### src/rtl/hazard_pkg.sv
// Shared types and constants for the RAW interlock: scoreboard slot layout and
// the per-slot match helper used by the scoreboard.
package hazard_pkg;

   localparam int PC_W      = 8;
   localparam int RA_W      = 3;
   localparam int CNT_W     = 16;
   localparam int NUM_SLOTS = 3;

   typedef struct packed {
      logic            valid;
      logic [RA_W-1:0] rd;
   } sb_slot_t;

   function automatic logic raw_match(input sb_slot_t        slot,
                                      input logic [RA_W-1:0] rs,
                                      input logic            use_rs);
      return use_rs & slot.valid & (slot.rd == rs);
   endfunction

endpackage

### src/rtl/hazard_if.sv
// ID-stage / fetch-side bundle between the datapath (master) and the hazard unit (slave).
// Outputs are combinational functions of the inputs plus scoreboard state.
interface hazard_if;
   import hazard_pkg::*;

   logic [PC_W-1:0]  pc_next_i;
   logic [PC_W-1:0]  pc_current_i;
   logic             redirect_i;
   logic [RA_W-1:0]  id_rs1_i;
   logic [RA_W-1:0]  id_rs2_i;
   logic             id_use_rs1_i;
   logic             id_use_rs2_i;
   logic [RA_W-1:0]  id_rd_i;
   logic             id_reg_write_i;
   logic             id_mem_write_i;

   logic [PC_W-1:0]  hz_pc_o;
   logic             pc_en_o;
   logic             stall_o;
   logic             hz_reg_write_o;
   logic             hz_mem_write_o;
   logic [CNT_W-1:0] stall_cnt_o;

   modport master (
      output pc_next_i, pc_current_i, redirect_i,
      output id_rs1_i, id_rs2_i, id_use_rs1_i, id_use_rs2_i,
      output id_rd_i, id_reg_write_i, id_mem_write_i,
      input  hz_pc_o, pc_en_o, stall_o, hz_reg_write_o, hz_mem_write_o, stall_cnt_o
   );

   modport slave (
      input  pc_next_i, pc_current_i, redirect_i,
      input  id_rs1_i, id_rs2_i, id_use_rs1_i, id_use_rs2_i,
      input  id_rd_i, id_reg_write_i, id_mem_write_i,
      output hz_pc_o, pc_en_o, stall_o, hz_reg_write_o, hz_mem_write_o, stall_cnt_o
   );

endinterface

### src/rtl/hz_scoreboard.sv
// Three-slot EX/MEM/WB shift register of pending writes; hit is combinational
// against the current ID sources, slots advance on every rising edge.
module hz_scoreboard
   import hazard_pkg::*;
#(
   parameter bit X0_HARDWIRED = 1'b1
) (
   input  logic            clk_i,
   input  logic            rst_ni,
   input  logic [RA_W-1:0] rs1,
   input  logic [RA_W-1:0] rs2,
   input  logic            use_rs1,
   input  logic            use_rs2,
   input  logic            push_vld,
   input  logic [RA_W-1:0] push_rd,
   output logic            hit
);

   // index 0 = EX, 1 = MEM, 2 = WB
   sb_slot_t [NUM_SLOTS-1:0] slot_q;
   sb_slot_t                 ex_in;

   always_comb begin
      ex_in.valid = push_vld & ~(X0_HARDWIRED && (push_rd == '0));
      ex_in.rd    = push_rd;
   end

   always_ff @(posedge clk_i or negedge rst_ni) begin
      if (!rst_ni) begin
         slot_q <= '0;
      end else begin
         slot_q <= {slot_q[1], slot_q[0], ex_in};
      end
   end

   always_comb begin
      hit = 1'b0;
      for (int i = 0; i < NUM_SLOTS; i++) begin
         hit = hit | raw_match(slot_q[i], rs1, use_rs1) | raw_match(slot_q[i], rs2, use_rs2);
      end
   end

endmodule

### src/rtl/hazard_unit.sv
// RAW interlock between ID and IDEX: freezes PC/IF-ID and bubbles IDEX while a source is in flight.
// Zero-cycle combinational stall decision; the stall releases by itself once the producer leaves WB.
module hazard_unit
   import hazard_pkg::*;
#(
   parameter bit X0_HARDWIRED = 1'b1
) (
   input  logic     clk_i,
   input  logic     rst_ni,
   hazard_if.slave  ifc
);

   logic             hit;
   logic             push_vld;
   logic [CNT_W-1:0] stall_cnt_q;
   logic             unused_redirect;

   // A stalled instruction must not enter EX, otherwise it would be recorded twice.
   assign push_vld = ifc.id_reg_write_i & ~hit;

   hz_scoreboard #(
      .X0_HARDWIRED (X0_HARDWIRED)
   ) u_scoreboard (
      .clk_i    (clk_i),
      .rst_ni   (rst_ni),
      .rs1      (ifc.id_rs1_i),
      .rs2      (ifc.id_rs2_i),
      .use_rs1  (ifc.id_use_rs1_i),
      .use_rs2  (ifc.id_use_rs2_i),
      .push_vld (push_vld),
      .push_rd  (ifc.id_rd_i),
      .hit      (hit)
   );

   // The datapath already folds a taken branch into pc_next_i; during a stall the
   // re-fetch of pc_current_i drops it because branch operands are not yet valid.
   assign unused_redirect = ifc.redirect_i;

   assign ifc.stall_o        = hit;
   assign ifc.pc_en_o        = ~hit;
   assign ifc.hz_pc_o        = hit ? ifc.pc_current_i : ifc.pc_next_i;
   assign ifc.hz_reg_write_o = ifc.id_reg_write_i & ~hit;
   assign ifc.hz_mem_write_o = ifc.id_mem_write_i & ~hit;
   assign ifc.stall_cnt_o    = stall_cnt_q;

   always_ff @(posedge clk_i or negedge rst_ni) begin
      if (!rst_ni) begin
         stall_cnt_q <= '0;
      end else if (hit && (stall_cnt_q != '1)) begin
         stall_cnt_q <= stall_cnt_q + CNT_W'(1);
      end
   end

endmodule
### src/flat_wrapper.sv
// flat-port wrapper written by rule: the top's interface ports become plain ports
module hazard_unit_flat import hazard_pkg::*;
#(
   parameter bit X0_HARDWIRED = 1'b1
)
  (clk_i, rst_ni, ifc_pc_next_i, ifc_pc_current_i, ifc_redirect_i, ifc_id_rs1_i, ifc_id_rs2_i, ifc_id_use_rs1_i, ifc_id_use_rs2_i, ifc_id_rd_i, ifc_id_reg_write_i, ifc_id_mem_write_i, ifc_hz_pc_o, ifc_pc_en_o, ifc_stall_o, ifc_hz_reg_write_o, ifc_hz_mem_write_o, ifc_stall_cnt_o);
  hazard_if ifc_i ();
  input  logic clk_i;
  input  logic rst_ni;
  input wire logic [$bits(ifc_i.pc_next_i)-1:0] ifc_pc_next_i;
  input wire logic [$bits(ifc_i.pc_current_i)-1:0] ifc_pc_current_i;
  input wire logic [$bits(ifc_i.redirect_i)-1:0] ifc_redirect_i;
  input wire logic [$bits(ifc_i.id_rs1_i)-1:0] ifc_id_rs1_i;
  input wire logic [$bits(ifc_i.id_rs2_i)-1:0] ifc_id_rs2_i;
  input wire logic [$bits(ifc_i.id_use_rs1_i)-1:0] ifc_id_use_rs1_i;
  input wire logic [$bits(ifc_i.id_use_rs2_i)-1:0] ifc_id_use_rs2_i;
  input wire logic [$bits(ifc_i.id_rd_i)-1:0] ifc_id_rd_i;
  input wire logic [$bits(ifc_i.id_reg_write_i)-1:0] ifc_id_reg_write_i;
  input wire logic [$bits(ifc_i.id_mem_write_i)-1:0] ifc_id_mem_write_i;
  output wire logic [$bits(ifc_i.hz_pc_o)-1:0] ifc_hz_pc_o;
  output wire logic [$bits(ifc_i.pc_en_o)-1:0] ifc_pc_en_o;
  output wire logic [$bits(ifc_i.stall_o)-1:0] ifc_stall_o;
  output wire logic [$bits(ifc_i.hz_reg_write_o)-1:0] ifc_hz_reg_write_o;
  output wire logic [$bits(ifc_i.hz_mem_write_o)-1:0] ifc_hz_mem_write_o;
  output wire logic [$bits(ifc_i.stall_cnt_o)-1:0] ifc_stall_cnt_o;
  assign ifc_i.pc_next_i = ifc_pc_next_i;
  assign ifc_i.pc_current_i = ifc_pc_current_i;
  assign ifc_i.redirect_i = ifc_redirect_i;
  assign ifc_i.id_rs1_i = ifc_id_rs1_i;
  assign ifc_i.id_rs2_i = ifc_id_rs2_i;
  assign ifc_i.id_use_rs1_i = ifc_id_use_rs1_i;
  assign ifc_i.id_use_rs2_i = ifc_id_use_rs2_i;
  assign ifc_i.id_rd_i = ifc_id_rd_i;
  assign ifc_i.id_reg_write_i = ifc_id_reg_write_i;
  assign ifc_i.id_mem_write_i = ifc_id_mem_write_i;
  assign ifc_hz_pc_o = ifc_i.hz_pc_o;
  assign ifc_pc_en_o = ifc_i.pc_en_o;
  assign ifc_stall_o = ifc_i.stall_o;
  assign ifc_hz_reg_write_o = ifc_i.hz_reg_write_o;
  assign ifc_hz_mem_write_o = ifc_i.hz_mem_write_o;
  assign ifc_stall_cnt_o = ifc_i.stall_cnt_o;
  hazard_unit #(.X0_HARDWIRED(X0_HARDWIRED)) u_core (.clk_i(clk_i), .rst_ni(rst_ni), .ifc(ifc_i));
endmodule
### config.mk
export PLATFORM = sky130hd
export DESIGN_NAME = hazard_unit_flat
export DESIGN_NICKNAME = d
export VERILOG_FILES = /design/src/rtl/hazard_pkg.sv /design/src/rtl/hazard_if.sv /design/src/rtl/hz_scoreboard.sv /design/src/rtl/hazard_unit.sv /design/src/flat_wrapper.sv
export SDC_FILE = /design/constraint.sdc
export NUM_CORES = 1
export LEC_CHECK = 0
export BUFFER_PORTS_ARGS = -buffer_cell sky130_fd_sc_hd__buf_2
export CORE_AREA = 2 2 63 65
export CTS_CLUSTER_SIZE = 28
export DETAILED_ROUTE_END_ITERATION = 10
export DIE_AREA = 0 0 65 67
export PLACE_DENSITY = 0.79
export SYNTH_ARGS = -nofsm -noshare
export SYNTH_HDL_FRONTEND = slang
export SYNTH_SLANG_ARGS = --single-unit
### constraint.sdc
create_clock -name clk_i -period 1.81 [get_ports clk_i]
set_input_delay 0.0905 -clock clk_i [delete_from_list [all_inputs] [get_ports clk_i]]
set_output_delay 0.0905 -clock clk_i [all_outputs]
set_load 0.01 [all_outputs]
# Word level (Yosys, flattened, before mapping)

Cells that the tools add are included.

Register bits: 28
Input bits: 32

Equal/unequal tests: 7
Reductions and logical operators: 2
$add $sub $neg: 1
Bitwise logic cells: 22
Muxes and demuxes: 1

Operators by type and width:

| operator                | count |
|---|---|
| $eq A3 B3 Y1            | 6 |
| $add A16 B1 Y16 const B | 1 |
| $ne A16 B16 Y1 const B  | 1 |
| $and A1 B1 Y1           | 15 |
| $mux W8                 | 1 |
| $or A1 B1 Y1            | 5 |
| $logic_not A3 Y1        | 1 |
| $not A1 Y1              | 2 |
| $logic_and A1 B1 Y1     | 1 |

# Depth between registers and ports, before layout

Word-level depth: 10
Mapped depth: 7
Mapped depth without buffers: 6

# By module

A second synthesis with hierarchy kept.

Cell total of the unflattened synthesis: 128
Area total of the unflattened synthesis: 1473.9 µm²

By module, submodules not included:

| module        | area an instance (µm²) | times used | seq. area each (µm²) | cells each |
|---|---|---|---|---|
| hazard_unit   | 935.9                  | 1          | 400.4                | 83 |
| hz_scoreboard | 538.0                  | 1          | 300.3                | 45 |

# Least setup slack after synthesis

OpenSTA, ideal clock, no wires.

Path type: register to output
Start point: register u_core.u_scoreboard.slot_q[1] (netlist bit)
End point: output port ifc_hz_pc_o[0]
Required time: 1.719 ns
Path slack: -0.038 ns
Buffers on the path: 1
Arrival time: 1.757 ns
Cell stages (with the launch flop): 7
Path through: dfrtp_1 xor2_1 nor4_2 nor4_4 and2_1 buf_4 mux2_1

Cells in the longest elaborated chain, start to end: 8
Elaborated cells on any way between the ends: 10

RTL lines:

| element                       | RTL line            | RTL |
|---|---|---|
| start, declared               | hz_scoreboard.sv:20 | `sb_slot_t [NUM_SLOTS-1:0] slot_q;` |
| start signal, assigned        | hz_scoreboard.sv:32 | `slot_q <= {slot_q[1], slot_q[0], ex_in};` |
| $eq A3 B3 Y1                  | hazard_pkg.sv:18    | `return use_rs & slot.valid & (slot.rd == rs);` |
| $and A1 B1 Y1                 | hazard_pkg.sv:18    |  |
| $or A1 B1 Y1 (*) (5 in a row) | hz_scoreboard.sv:39 | `hit = hit \| raw_match(slot_q[i], rs1, use_rs1) \| raw_match(slot_q[i], rs2, use_rs2);` |
| $mux W8 (*)                   | hazard_unit.sv:41   | `assign ifc.hz_pc_o = hit ? ifc.pc_current_i : ifc.pc_next_i;` |
| end, declared                 | flat_wrapper.sv:20  | `output wire logic [$bits(ifc_i.hz_pc_o)-1:0] ifc_hz_pc_o;` |

Mark *: on every way between the ends. The rest lies on a longest branch, timed or not.

# Worst setup path in the final report

Start point: register u_core.u_scoreboard.slot_q[5] (netlist bit)
End point: output port ifc_hz_pc_o[4]

Cells in the longest elaborated chain, start to end: 7
Elaborated cells on any way between the ends: 9

RTL lines:

| element                       | RTL line |
|---|---|
| $eq A3 B3 Y1                  | hazard_pkg.sv:18 |
| $and A1 B1 Y1                 | hazard_pkg.sv:18 |
| $or A1 B1 Y1                  | hz_scoreboard.sv:39 |
| $or A1 B1 Y1 (*) (3 in a row) | hz_scoreboard.sv:39 |
| $mux W8 (*)                   | hazard_unit.sv:41 |

Marks and branches as above.

==> summary.md <==
| Metric | Value |
|---|---|
| CP Launch Type | `flip-flop` |
| TritonCTS Sinks | `28` |
| Reg2Reg Depth | `6` |
| Share of layout cells above drive strength 1 | `0.546` |
| Mean Syn Cell Area | `~11 um^2` |
| Vias/cell | `5.09` |
| Total Power | `1.89 mW` |
| CP arrival | `2.00 ns` |
| FMAX | `478 MHz` |
| Failing checks | `negative setup slack` |
| Hold/Removal Path Class | `in2reg` |
| Core area | `0.00361 mm^2` |
| Slack of the critical path | `-0.283 ns` |
| Fin nets | `between 200 and 300` |
| Top-count cell post-synth | `dfrtp_1` |
| Clock buffer count from CTS | `3` |
| Met3 routed WL | `208 um` |
| Cell Rows | `22` |
| Footprint of the multi-input gates | `982 um^2` |
| Fin. max-slew vios | `0` |
| Clock Tree Buf Depth | `2` |
| First-pass GRT wire length | `6350 um` |
| Post-synth top area share | `0.460` |
| EDFF count, synth | `0` |
| Sequential cell area | `701 um^2` |
| Starting Density | `0.423` |
| Clock Latency Late Sink | `0.27 ns` |
| Worst setup path class | `reg2out` |
| Hold depth | `3` |
| Prevailing post-synth register cell | `dfrtp_1` |
| Async SR Flop Fraction | `1.00` |
| Antenna cells | `0` |
| Slew headroom | `0.574` |
| CP endpoint kind | `output pin` |
| Synth Instances | `136` |
| Post-Synthesis Cell Area | `0.00152 mm^2` |
| Clock transition at path regs | `0.10 ns` |
| Leakage | `1.12 nW` |
| Worst-Margin Slew | `0.639 ns` |
| Routed len/inst | `15.3 um` |
| Vias in the first global route | `1371` |
| Global route overflow | `0` |
| Design Area, Final | `0.00235 mm^2` |
| CTS tree | `done` |
| Tot GR Track Use | `0.187` |
| Largest net degree at the start of global routing | `29` |
| HPWL Detailed | `2760 um` |
| Register bit count reported by yosys | `28` |
| Fin crit share | `1.16` |
| 1st-iter DRT viols | `36` |
| Vias | `1354` |
| Yosys cell types | `34` |
| Clock Skews | `roughly 0.0073 ns` |
| Die ar. | `0.00436 mm^2` |
| Outcome | `complete, but fails checks` |
| DRT met1 WL | `approximately 1800 um` |
| Worst slack, placed | `-0.218 ns` |
| P per Cell Area | `between 800 and 900 mW/mm^2` |
| Cell taking the most area after synthesis | `dfrtp_1` |
| Final wirelength | `4070 um` |
| Met2 WL | `roughly 2000 um` |
| Max rail drop VDD | `between 600 and 700 uV` |
| Endpoints failing setup | `24` |
| Sequential area share after synthesis | `0.460` |
| I/O pins | `60` |
| Die W | `65 um` |
| Core Util, Final | `0.651` |
| Syn nets | `169` |
| Crit Path Max Fanout | `5` |
| ANT nets after route | `0` |
| Max Used Layer | `met4` |
| Top cell types by occurrence after synthesis | `28 x dfrtp_1, 26 x xor2_1, 11 x mux2_1, 11 x nand2_1, 8 x a211oi_1` |
| DRC Markers | `0` |
| GPL Wtd Cong | `approximately 0.8` |
| DP Area | `0.00198 mm^2` |
| Critical Path RT | `1.72 ns` |
| Synth top area cells | `dfrtp_1 46%, xor2_1 15%, mux2_1 8.1%, a211oi_1 3.9%, nor4_2 3.3%` |
| Setup TNS | `-4.07 ns` |
| YS warnings | `0` |
| Antenna violations before repair | `0` |
| Final hold violation count | `0` |
| Max cap viols | `0` |
| H-tree levels | `1` |
| Buffers on Ports | `58` |
| Clock period minus worst slack | `2.09 ns` |
| Unrepaired setup endpoints after global routing | `true` |
| Fillcell total | `roughly 280` |
| Syn-to-layout area delta | `54.0%` |
| 1st-pass router iterations | `4` |
| CTS Root Cell | `clkbuf_8` |
| Die Y | `between 60 and 70 um` |
==> through the flow <==
stage / cells / hold slack, ns
after floorplan: 136 / -0.205
after global placement: 255 / 0.136
after global routing: 266 / 0.0774
after detailed placement: 255 / 0.141
final: 266 / 0.0630
after CTS: 264 / 0.0616
==> worst max-delay path, cell delays in order, from the launching register on <==
cell,delay [ns]
dfrtp_1,0.42
xor2_1,0.21
nor4_2,0.09
nor4_4,0.32
and2_4,0.25
mux2_4,0.32
buf_6,0.12
==> final timing paths <==
| check | startpoint | endpoint | slack, ns |
|---|---|---|---|
| setup / recovery | u_core.u_scoreboard.slot_q[5] | ifc_hz_pc_o[4] | -0.28 |
| hold / removal | ifc_id_reg_write_i | u_core.u_scoreboard.slot_q[3] | 0.06 |
| setup reg to reg | u_core.u_scoreboard.slot_q[6] | u_core.ifc.stall_cnt_o[12] | -0.24 |
| max in group asynchronous | rst_ni | u_core.ifc.stall_cnt_o[5] | 1.02 |
| hold reg to reg | u_core.u_scoreboard.slot_q[7] | u_core.u_scoreboard.slot_q[11] | 0.41 |
| min in group asynchronous | rst_ni | u_core.ifc.stall_cnt_o[13] | 0.38 |
==> cell families after synthesis <==
family / synth area share
AOI/OAI and AO/OA: 0.100
xor gates and xnor gates: 0.161
adders and majority gates: 0.00821
buffers and inverters: 0.0213
DFF: 0.460
muxes: 0.0878
and+or+nand+nor: 0.162
==> where the power goes <==
part           total (mW)  switching, mW  internal [mW]  leakage [nW]
clock               0.492          0.196          0.296        0.0357
combinational       0.644          0.316          0.328         0.736
sequential          0.750         0.0552          0.694         0.346
==> cell type report <==
class,instances,area share
Clock buffer,3,0.0176
Clock inverter,1,0.0128
Inverter,4,0.00746
Multi-Input combinational cell,102,0.418
Sequential cell,28,0.299
Tap cell,48,0.0256
Timing Repair Buffer,80,0.220
==> registers in the layout (all words and copies together) (netlist names) <==
| name | count |
|---|---|
| u_core.ifc.stall_cnt_o | 16 |
| u_core.u_scoreboard.slot_q | 12 |
==> cell usage in the layout, fill, tap and decap left out, drive strengths merged, types with 2 or more instances in the layout <==
| cell | instances |
|---|---|
| nor2 | 6 |
| and3 | 2 |
| clkbuf | 3 |
| nand3 | 7 |
| a211oi | 8 |
| nor3 | 3 |
| dlygate4sd3 | 4 |
| dfrtp | 28 |
| nand2 | 11 |
| nor4 | 6 |
| mux2 | 11 |
| xor2 | 26 |
| xnor2 | 2 |
| a2111oi | 3 |
| inv | 4 |
| a21oi | 3 |
| buf | 76 |
| a2bb2oi | 2 |
| and2 | 2 |
==> timing repair <==
item	in CTS	in global routing
gates resized for setup	22	24
cloned	0	1
hold buffers	4	0
endpoints found under the setup margin	23	28
hold endpoints to repair	31	0
pin swaps	0	8
setup buffers	1	1
==> metal layers <==
metal,vias to the layer above,track usage
met5,-,0
met4,0,0.0505
met2,47,0.303
met1,658,0.270
met3,4,0.0135
li1,645,-
No activity file was read; power rests on OpenSTA's default activity.
